## src/rtl/debug_monitor_pkg.sv

```systemverilog
// Shared constants for the debug monitor: bus command/response codes,
// register address map, ID string and the hex-to-7-segment decoder.
package debug_monitor_pkg;

  typedef logic [3:0] nibble_t;

  localparam logic [2:0] CMD_IDLE = 3'b000;
  localparam logic [2:0] CMD_WR   = 3'b001;
  localparam logic [2:0] CMD_RD   = 3'b010;

  localparam logic [1:0] RESP_NULL = 2'b00;
  localparam logic [1:0] RESP_DVA  = 2'b01;

  localparam logic [6:0] ADDR_NREGS  = 7'h08;
  localparam logic [6:0] ADDR_NDIG   = 7'h09;
  localparam logic [6:0] ADDR_REG    = 7'h10;
  localparam logic [6:0] ADDR_SEL    = 7'h20;
  localparam logic [6:0] ADDR_CTRL   = 7'h30;
  localparam logic [6:0] ADDR_CURSOR = 7'h31;
  localparam logic [6:0] ADDR_DISP   = 7'h40;

  // "DEBUGMX2", byte 0 in the top byte
  localparam logic [63:0] ID_STR = 64'h4445_4255_474D_5832;

  // Active-low segments {G,F,E,D,C,B,A}
  function automatic logic [6:0] hex_to_seg(input nibble_t nib);
    case (nib)
      4'h0: hex_to_seg = 7'h40;
      4'h1: hex_to_seg = 7'h79;
      4'h2: hex_to_seg = 7'h24;
      4'h3: hex_to_seg = 7'h30;
      4'h4: hex_to_seg = 7'h19;
      4'h5: hex_to_seg = 7'h12;
      4'h6: hex_to_seg = 7'h02;
      4'h7: hex_to_seg = 7'h78;
      4'h8: hex_to_seg = 7'h00;
      4'h9: hex_to_seg = 7'h10;
      4'hA: hex_to_seg = 7'h08;
      4'hB: hex_to_seg = 7'h03;
      4'hC: hex_to_seg = 7'h46;
      4'hD: hex_to_seg = 7'h21;
      4'hE: hex_to_seg = 7'h06;
      default: hex_to_seg = 7'h0E;
    endcase
  endfunction

endpackage

```

## src/rtl/debug_monitor_if.sv

```systemverilog
// OCP-style register bus between the debug link master and the monitor.
interface debug_monitor_if;
  logic [2:0] MCmd;
  logic [7:0] MAddr;
  logic [7:0] MData;
  logic       SCmdAccept;
  logic [7:0] SData;
  logic [1:0] SResp;

  modport master (output MCmd, MAddr, MData, input SCmdAccept, SData, SResp);
  modport slave  (input MCmd, MAddr, MData, output SCmdAccept, SData, SResp);
endinterface

```

## src/rtl/debug_monitor_seg7_scan.sv

```systemverilog
// Time-multiplexed 7-segment scanner: one digit per SCAN_DIV clocks,
// registered active-low segment and digit-enable outputs.
module seg7_scan
  import debug_monitor_pkg::*;
#(
  parameter int NUM_DIGITS = 4,
  parameter int SCAN_DIV   = 1024
) (
  input  logic                    clk,
  input  logic                    reset_n,
  input  logic [NUM_DIGITS*4-1:0] i_content,
  input  logic [NUM_DIGITS-1:0]   i_dp,
  output logic [7:0]              o_seg_n,
  output logic [NUM_DIGITS-1:0]   o_dig_n
);

  localparam int CNT_W = $clog2(SCAN_DIV);
  localparam int IDX_W = (NUM_DIGITS > 1) ? $clog2(NUM_DIGITS) : 1;
  localparam logic [NUM_DIGITS-1:0] DIG_ONE = 1;

  logic [CNT_W-1:0] r_cnt;
  logic [IDX_W-1:0] r_idx;
  nibble_t          w_nib;
  logic             w_dp;

  always_comb begin
    w_nib = '0;
    w_dp  = 1'b0;
    for (int d = 0; d < NUM_DIGITS; d++) begin
      if (r_idx == IDX_W'(d)) begin
        w_nib = i_content[4*d +: 4];
        w_dp  = i_dp[d];
      end
    end
  end

  always_ff @(posedge clk or negedge reset_n) begin
    if (!reset_n) begin
      r_cnt   <= '0;
      r_idx   <= '0;
      o_seg_n <= 8'hFF;
      o_dig_n <= '1;
    end else begin
      if (r_cnt == CNT_W'(SCAN_DIV - 1)) begin
        r_cnt <= '0;
        r_idx <= (r_idx == IDX_W'(NUM_DIGITS - 1)) ? '0 : r_idx + 1'b1;
      end else begin
        r_cnt <= r_cnt + 1'b1;
      end
      o_seg_n <= {~w_dp, hex_to_seg(w_nib)};
      o_dig_n <= ~(DIG_ONE << r_idx);
    end
  end

endmodule

```

## src/rtl/debug_monitor.sv

```systemverilog
// Debug monitor: register slave, nibble source mux with coherent freeze,
// push-switch navigation, driving a multiplexed 7-segment display.
module debug_monitor
  import debug_monitor_pkg::*;
#(
  parameter int NUM_REGS   = 4,
  parameter int NUM_DIGITS = 4,
  parameter int PROBE_W    = 16,
  parameter int SEL_W      = 5,
  parameter int SCAN_DIV   = 1024
) (
  input  logic                  clk,
  input  logic                  reset_n,
  debug_monitor_if.slave        bus,
  input  logic [PROBE_W-1:0]    probe,
  input  logic [3:0]            sw_edge,
  input  logic                  sw_pushing,
  output logic [7:0]            seg_n,
  output logic [NUM_DIGITS-1:0] dig_n
);

  localparam int PROBE_NIB = PROBE_W / 4;
  localparam int NUM_SRC   = PROBE_NIB + 2 * NUM_REGS;
  localparam int CUR_W     = (NUM_DIGITS > 1) ? $clog2(NUM_DIGITS) : 1;
  localparam int SRC_TAB   = 1 << SEL_W;

  logic [7:0]       r_regs   [NUM_REGS];
  logic [SEL_W-1:0] r_sel    [NUM_DIGITS];
  nibble_t          r_disp   [NUM_DIGITS];
  logic [CUR_W-1:0] r_cursor;
  logic             r_freeze;
  logic [7:0]       r_sdata;
  logic [1:0]       r_sresp;

  nibble_t                 w_src [SRC_TAB];
  logic                    w_wr, w_rd, w_src_ok, w_cur_ok, w_unused;
  logic [6:0]              w_addr;
  logic [7:0]              w_rdata;
  logic [NUM_DIGITS*4-1:0] w_content;
  logic [NUM_DIGITS-1:0]   w_dp;

  assign w_wr     = (bus.MCmd == CMD_WR);
  assign w_rd     = (bus.MCmd == CMD_RD);
  assign w_addr   = bus.MAddr[6:0];
  assign w_unused = bus.MAddr[7];
  assign w_src_ok = (bus.MData < 8'(NUM_SRC));
  assign w_cur_ok = (bus.MData < 8'(NUM_DIGITS));

  assign bus.SCmdAccept = 1'b1;
  assign bus.SData      = r_sdata;
  assign bus.SResp      = r_sresp;

  // Padded to 2^SEL_W entries so any select value indexes safely
  for (genvar s = 0; s < SRC_TAB; s++) begin : g_src
    if (s < PROBE_NIB) begin : g_probe
      assign w_src[s] = probe[4*s +: 4];
    end else if (s < NUM_SRC) begin : g_reg
      assign w_src[s] = r_regs[(s - PROBE_NIB) / 2][4*((s - PROBE_NIB) % 2) +: 4];
    end else begin : g_none
      assign w_src[s] = 4'h0;
    end
  end

  always_comb begin
    w_rdata = '0;
    for (int i = 0; i < 8; i++)
      if (w_addr == 7'(i)) w_rdata = ID_STR[8*(7-i) +: 8];
    if (w_addr == ADDR_NREGS) w_rdata = 8'(NUM_REGS);
    if (w_addr == ADDR_NDIG)  w_rdata = 8'(NUM_DIGITS);
    for (int i = 0; i < NUM_REGS; i++)
      if (w_addr == 7'(ADDR_REG + i)) w_rdata = r_regs[i];
    for (int d = 0; d < NUM_DIGITS; d++) begin
      if (w_addr == 7'(ADDR_SEL + d))  w_rdata = 8'(r_sel[d]);
      if (w_addr == 7'(ADDR_DISP + d)) w_rdata = {4'h0, r_disp[d]};
    end
    if (w_addr == ADDR_CTRL)   w_rdata = {7'b0, r_freeze};
    if (w_addr == ADDR_CURSOR) w_rdata = 8'(r_cursor);
  end

  always_ff @(posedge clk or negedge reset_n) begin
    if (!reset_n) begin
      for (int i = 0; i < NUM_REGS; i++) r_regs[i] <= '0;
      for (int d = 0; d < NUM_DIGITS; d++) begin
        r_sel[d]  <= '0;
        r_disp[d] <= '0;
      end
      r_cursor <= '0;
      r_freeze <= 1'b0;
      r_sdata  <= '0;
      r_sresp  <= RESP_NULL;
    end else begin
      for (int i = 0; i < NUM_REGS; i++)
        if (w_wr && w_addr == 7'(ADDR_REG + i)) r_regs[i] <= bus.MData;

      // An accepted bus write beats any switch action on the same select
      for (int d = 0; d < NUM_DIGITS; d++) begin
        if (w_wr && w_addr == 7'(ADDR_SEL + d) && w_src_ok)
          r_sel[d] <= SEL_W'(bus.MData);
        else if (r_cursor == CUR_W'(d) && sw_edge[0])
          r_sel[d] <= (r_sel[d] == SEL_W'(NUM_SRC - 1)) ? '0 : r_sel[d] + 1'b1;
        else if (r_cursor == CUR_W'(d) && sw_edge[1])
          r_sel[d] <= (r_sel[d] == '0) ? SEL_W'(NUM_SRC - 1) : r_sel[d] - 1'b1;
      end

      if (w_wr && w_addr == ADDR_CURSOR && w_cur_ok)
        r_cursor <= CUR_W'(bus.MData);
      else if (sw_edge[2])
        r_cursor <= (r_cursor == CUR_W'(NUM_DIGITS - 1)) ? '0 : r_cursor + 1'b1;

      if (w_wr && w_addr == ADDR_CTRL) r_freeze <= bus.MData[0];
      else if (sw_edge[3])             r_freeze <= ~r_freeze;

      if (!r_freeze)
        for (int d = 0; d < NUM_DIGITS; d++) r_disp[d] <= w_src[r_sel[d]];

      r_sresp <= w_rd ? RESP_DVA : RESP_NULL;
      if (w_rd) r_sdata <= w_rdata;
    end
  end

  always_comb begin
    w_content = '0;
    w_dp      = '0;
    for (int d = 0; d < NUM_DIGITS; d++) begin
      w_content[4*d +: 4] = (sw_pushing && r_cursor == CUR_W'(d)) ? 4'(r_sel[d]) : r_disp[d];
      w_dp[d]             = r_freeze || (r_cursor == CUR_W'(d));
    end
  end

  seg7_scan #(
    .NUM_DIGITS(NUM_DIGITS),
    .SCAN_DIV  (SCAN_DIV)
  ) u_scan (
    .clk      (clk),
    .reset_n  (reset_n),
    .i_content(w_content),
    .i_dp     (w_dp),
    .o_seg_n  (seg_n),
    .o_dig_n  (dig_n)
  );

endmodule

```

## src/flat_wrapper.sv

```systemverilog
// flat-port wrapper written by rule: the top's interface ports become plain ports
module debug_monitor_flat import debug_monitor_pkg::*;
#(
  parameter int NUM_REGS   = 4,
  parameter int NUM_DIGITS = 4,
  parameter int PROBE_W    = 16,
  parameter int SEL_W      = 5,
  parameter int SCAN_DIV   = 1024
)
  (clk, reset_n, probe, sw_edge, sw_pushing, seg_n, dig_n, bus_MCmd, bus_MAddr, bus_MData, bus_SCmdAccept, bus_SData, bus_SResp);
  debug_monitor_if bus_i ();
  input  logic clk;
  input  logic reset_n;
  input  logic [PROBE_W-1:0] probe;
  input  logic [3:0] sw_edge;
  input  logic sw_pushing;
  output logic [7:0] seg_n;
  output logic [NUM_DIGITS-1:0] dig_n;
  input wire logic [$bits(bus_i.MCmd)-1:0] bus_MCmd;
  input wire logic [$bits(bus_i.MAddr)-1:0] bus_MAddr;
  input wire logic [$bits(bus_i.MData)-1:0] bus_MData;
  output wire logic [$bits(bus_i.SCmdAccept)-1:0] bus_SCmdAccept;
  output wire logic [$bits(bus_i.SData)-1:0] bus_SData;
  output wire logic [$bits(bus_i.SResp)-1:0] bus_SResp;
  assign bus_i.MCmd = bus_MCmd;
  assign bus_i.MAddr = bus_MAddr;
  assign bus_i.MData = bus_MData;
  assign bus_SCmdAccept = bus_i.SCmdAccept;
  assign bus_SData = bus_i.SData;
  assign bus_SResp = bus_i.SResp;
  debug_monitor #(.NUM_REGS(NUM_REGS), .NUM_DIGITS(NUM_DIGITS), .PROBE_W(PROBE_W), .SEL_W(SEL_W), .SCAN_DIV(SCAN_DIV)) u_core (.clk(clk), .reset_n(reset_n), .bus(bus_i), .probe(probe), .sw_edge(sw_edge), .sw_pushing(sw_pushing), .seg_n(seg_n), .dig_n(dig_n));
endmodule
```

## config.mk

```make
export PLATFORM = sky130hd
export DESIGN_NAME = debug_monitor_flat
export DESIGN_NICKNAME = d
export VERILOG_FILES = /design/src/rtl/debug_monitor_pkg.sv /design/src/rtl/debug_monitor_if.sv /design/src/rtl/debug_monitor_seg7_scan.sv /design/src/rtl/debug_monitor.sv /design/src/flat_wrapper.sv
export SDC_FILE = /design/constraint.sdc
export NUM_CORES = 1
export LEC_CHECK = 0
export ABC_AREA = 0
export CORE_AREA = 5 5 119 121
export CTS_CLUSTER_DIAMETER = 80
export DETAILED_ROUTE_END_ITERATION = 10
export DIE_AREA = 0 0 124 126
export PLACE_DENSITY = 0.87
export SKIP_CTS_REPAIR_TIMING = 1
export SYNTH_ARGS = -nofsm -noshare
export SYNTH_HDL_FRONTEND = slang
export SYNTH_SLANG_ARGS = --single-unit
```

## constraint.sdc

```tcl
create_clock -name clk -period 4 [get_ports clk]
set_input_delay 0.8 -clock clk [delete_from_list [all_inputs] [get_ports clk]]
set_output_delay 0.8 -clock clk [all_outputs]
set_load 0.05 [all_outputs]
```

# == After elaboration in Yosys (flattened, before gate mapping) ==
# Memory sizes are Yosys's and may differ from the RTL's. A register that Yosys moved wholly into a read port is not among the register bits.
# Index checks and enable logic that the tools add are counted.
# totals
word_cells,203
mem_bits_ro,112
mem_count,1
output_inout_bits,23
ff_bits,105
# memory_table
name,words,width,rd,rd_clocked_by_memory_dff,wr,line,source
(name not given),16,7,1,1,0,debug_monitor_pkg.sv:27,case (nib)
# classes
mux,76
n_reduce_logical,45
shift,1
order_cmp,6
bitwise,7
n_eq_ne,36
addsub,11
# ops
op,n
$mux 8,23
$mux 5,20
$bmux 4 s5,4
$mux 4,16
$eq 7x6->1 const B,6
$eq 7x3->1 const B,4
$eq 7x5->1 const B,4
$eq 7x7->1 const B,4
$logic_and 1x1->1,27
$ge 6x6->1 const B,4
$not 5->6,4
$add 5x1->5 const B,4
$eq 5x4->1 const B,4
$logic_not 5->1,4
$sub 5x1->5 const B,4
$eq 7x2->1 const B,2
$eq 7x4->1 const B,2
$reduce_bool 3->1,4
$add 10x1->10 const B,1
$eq 10x10->1 const B,1
$mux 10,1
$eq 2x2->1 const B,4
$lt 8x3->1 const B,1
$lt 8x4->1 const B,1
16 further kinds,33

# == Depth between registers and ports, before layout ==
# depth
word_depth,25
mapped_depth,12

# == Hierarchy ==
# Synthesis repeated with hierarchy kept, for this count alone.
# unflattened
hier_cells,862
area_unflattened_um2,8435.6
# by_module_without_submodules
module,n_inst,cells_per_inst,area_per_inst_um2
debug_monitor,1,736,7099.3
seg7_scan,1,126,1336.3

# == Worst setup path after synthesis ==
# OpenSTA, ideal clock, no wires.
# synth_timing
path_kind,input to register
start,input sw_pushing
end,register u_core.u_scan.o_seg_n[0]
slack_ps,1381
t_arrival_ps,2535
required_ps,3916
setup_time_ps,84
path_stages,9
cell_sequence,and2_1 buf_4 mux2_2 a2111oi_0 a311oi_1 inv_1 ha_1 nor3b_1 a211oi_1
# synth_between
elab_chain_cells,6
elab_cells_between_ends,12
cone_classes,8 x mux; 4 x reduce/logical
# synth_rtl
item,line,source
"start, declared",flat_wrapper.sv:16,input logic sw_pushing;
$logic_and 1x1->1,debug_monitor.sv:125,w_content[4*d +: 4] = (sw_pushing && r_cursor == CUR_W'(d)) ? 4'(r_sel[d]) : r_disp[d];
$mux 4,debug_monitor.sv:125,
$mux 4 (3 in a row),debug_monitor_seg7_scan.sv:30,if (r_idx == IDX_W'(d)) begin
$mux 4 (*),debug_monitor_seg7_scan.sv:30,
"end, declared",debug_monitor_seg7_scan.sv:13,"output logic [7:0] o_seg_n,"
# Mark *: on every way between the ends. The rest lies on a longest branch, timed or not.
# A chain may end at the register's enable or synchronous reset.

# == Worst setup path in the final report ==
# Same ends and word-level chain as after synthesis.

==> metrics.md <==
| Metric | Value |
|---|---|
| Fin area | `9261 um2` |
| Core Region | `12,980 um2` |
| MaxCap Viol Count | `0` |
| Clk buf depth | `2` |
| Fillers | `970` |
| Top FF cell, synth | `dfrtp_1` |
| Layout cells sized above 1 | `17.85%` |
| Via count | `7,660` |
| CTS tree | `done` |
| Slew @ Worst Pin | `1088 ps` |
| FFs w/ async S/R, synth | `100.0%` |
| Post-synthesis sequential area ratio | `31.81%` |
| Worst vdd ir | `0.3693 mV` |
| Post-DP Area | `8965 um2` |
| Final setup TNS | `0 ps` |
| Worst setup EP type | `register` |
| Critical path arrival | `3590 ps` |
| ANT nets after route | `0` |
| Area of the die | `15,620 um2` |
| Power per Cell Area | `578.2 nW/um2` |
| Ports | `65` |
| Synthesized flop and latch total | `104` |
| WP data required | `4280 ps` |
| First-pass GRT wire length | `41,260 um` |
| Count of cell types in the netlist | `81` |
| Clk pwr share | `17.1%` |
| Comb power frac | `48.5%` |
| Crit path cell chain | `clkdlybuf4s50_1, and2_1, mux2_2, a2111oi_0, a311oi_1, inv_1, ha_1, nor3b_1, a211oi_1` |
| Clk Latency, worst-skew pair | `360 ps` |
| Cell Int Power | `2.947 mW` |
| Drt via density | `7.220` |
| Post-synthesis cell area | `8229 um2` |
| CP max stage cell | `a311oi_1` |
| # H-tree levels | `3` |
| Worst Setup Start Kind | `input pin` |
| Number of global-route vias before repair | `7,414` |
| Switching part of the total | `44.97%` |
| Slew Viols, Final | `0` |
| Area Overhead vs Synth | `12.54%` |
| CP Max Fanout | `6` |
| Die X | `124 um` |
| Crit path time final | `3308 ps` |
| Sw power | `2.408 mW` |
| Final layout net count | `945` |
| Routed WL | `26,080 um` |
| Ys Warns | `0` |
| Antenna cells | `0` |
| Congestion Overflow GR | `0` |
| Top-area cell type share of the netlist area | `27.98%` |
| Leak | `3.729 nW` |
| Final hold viol count | `0` |
| Setup CP Type | `in -> reg` |
| Top cells by count, synth | `dfrtp_1, nand2_1, o21ai_0, mux4_2, inv_1` |
| Main area contributors after synthesis | `dfrtp_1, mux4_2, mux2_2` |
| CP max stage delay | `840 ps` |
| Initial antenna violation count | `0` |
| Seq pwr share | `34.3%` |
| Dpl hpwl | `18,870 um` |
| Pin count of the biggest net entering global routing | `47` |
| Worst-path clk slew | `80 ps` |
| Starting Density | `63.40%` |
| FMAX | `0.3023 GHz` |
| Post-synth top area cell | `dfrtp_1` |
| First drt pass iteration count | `8` |
| IO buf count | `61` |
| Mapped Cells | `847` |
| Final worst-path cycle share | `82.69%` |
| Status | `finished, final reports clean` |
| Hold Path Class | `in -> async` |
| TritonCTS buffer count | `9` |
| Avg WL per Cell | `24.58 um` |
| Tot GR Track Use | `34.25%` |
| Mapped Nets | `912` |
| Initial DRC Count | `1,360` |
| Final setup fails | `0` |
| Clock Skews | `11.82 ps` |
| Total design power | `5.355 mW` |
| Gpl congestion | `1.026` |
| Unrepaired setup endpoints after global routing | `false` |
| Count leader, synth | `dfrtp_1` |
| Post-synth EDFFs | `0` |
| Slew headroom | `27.45%` |
| Clk sink count | `104` |
| Chip Height | `126 um` |
| DRC viols | `0` |
| Root buf cell | `clkbuf_16` |
| Row cnt | `42` |
| Syn_area_per_cell | `9.716 um2` |
## cells by family after synthesis
family,synth area share [%]
XOR/XNOR,1.703
other,0.09126
buffers and inverters,5.702
AND/OR/NAND/NOR,13.68
flip-flops,31.81
AO/OA/AOI/OAI,20.02
adder cells (fa/ha/maj),3.497
multiplexers,23.49
## registers in the layout, indices dropped and copies added, names as in the netlist
register,cells
u_core.bus.SResp,1
u_core.r_freeze,1
u_core.r_cursor,2
u_core.u_scan.r_idx,2
u_core.r_sel,20
u_core.r_disp,16
u_core.bus.SData,8
u_core.u_scan.o_seg_n,8
u_core.u_scan.r_cnt,10
u_core.u_scan.o_dig_n,4
u_core.r_regs,32
## layer usage
layer | wire [um] | share of wire [%] | track usage [%]
met2 | 11880 | 46 | 52.56
met5 | 0 | 0 | 0
met3 | 3145 | 12 | 6.996
met1 | 9459 | 36 | 45.82
met4 | 1592 | 6.1 | 17.91
## placed cells by master (no fill, tap or decap), drive strengths merged, types with 25 or more instances in the layout
cell type	instances
mux2	39
o21ai	54
buf	25
clkdlybuf4s50	60
inv	51
dfrtp	92
a21oi	43
nor2	50
mux4	49
o22ai	32
mux2i	39
nand2	73
## critical path, delay by kind of cell
family                     cells  cell delay (ps)
buffers and inverters          2              770
adders and majority gates      1              280
AOI/OAI and AO/OA              3             1020
muxes                          1              210
and+or+nand+nor                2              500
## path summary, 6_finish.rpt
kind                       slack (ps)                             start                            endpoint  depth (start not counted)
max                               690                        sw_pushing  u_core.u_scan.o_seg_n[0]$_DFF_PN1_                          9
min                               440                           reset_n     u_core.bus.SData[2]$_DFFE_PN0P_                          1
max reg2reg                       810    u_core.r_cursor[1]$_DFFE_PN0P_  u_core.u_scan.o_seg_n[0]$_DFF_PN1_                         10
min reg2reg                       460  u_core.u_scan.r_cnt[0]$_DFF_PN0_    u_core.u_scan.r_cnt[0]$_DFF_PN0_                          1
max in group asynchronous        2690                           reset_n       u_core.r_regs[16]$_DFFE_PN0P_                          2
min in group clk                  460  u_core.u_scan.r_cnt[0]$_DFF_PN0_    u_core.u_scan.r_cnt[0]$_DFF_PN0_                          1
## stage by stage
step	hold slack (ps)	setup WS, ps	util, %	std cells
after global placement	443.8	527.2	69.07	1045
after global routing	488.5	581.9	71.35	1061
after CTS	451.9	737.4	71.35	1061
after floorplan	424.5	1381	-	847
final	444.1	692.4	71.35	1061
after detailed placement	446.3	431.5	69.07	1045
## layout make-up
class	count	area [um2]	share of cell area, %
Tap cell	176	220.2	2.378
Clock buffer	10	229.0	2.472
Clock inverter	6	67.56	0.7295
Sequential cell	104	2618	28.26
Timing Repair Buffer	85	800.8	8.646
Multi-Input combinational cell	631	5142	55.53
Inverter	49	183.9	1.986
## power by group through the flow
| stage | logic (mW) | registers (mW) | clock network (mW) |
|---|---|---|---|
| 2_1_floorplan | 2.02 | 1.57 | 0 |
| 3_3_place_gp | 2.45 | 1.80 | 0 |
| 3_5_place_dp | 2.53 | 1.82 | 0 |
| 4_1_cts | 2.56 | 1.80 | 0.919 |
| 5_1_grt | 2.80 | 1.85 | 0.959 |
| 6_report | 2.60 | 1.84 | 0.917 |
Power figures use the tool's default switching activity.
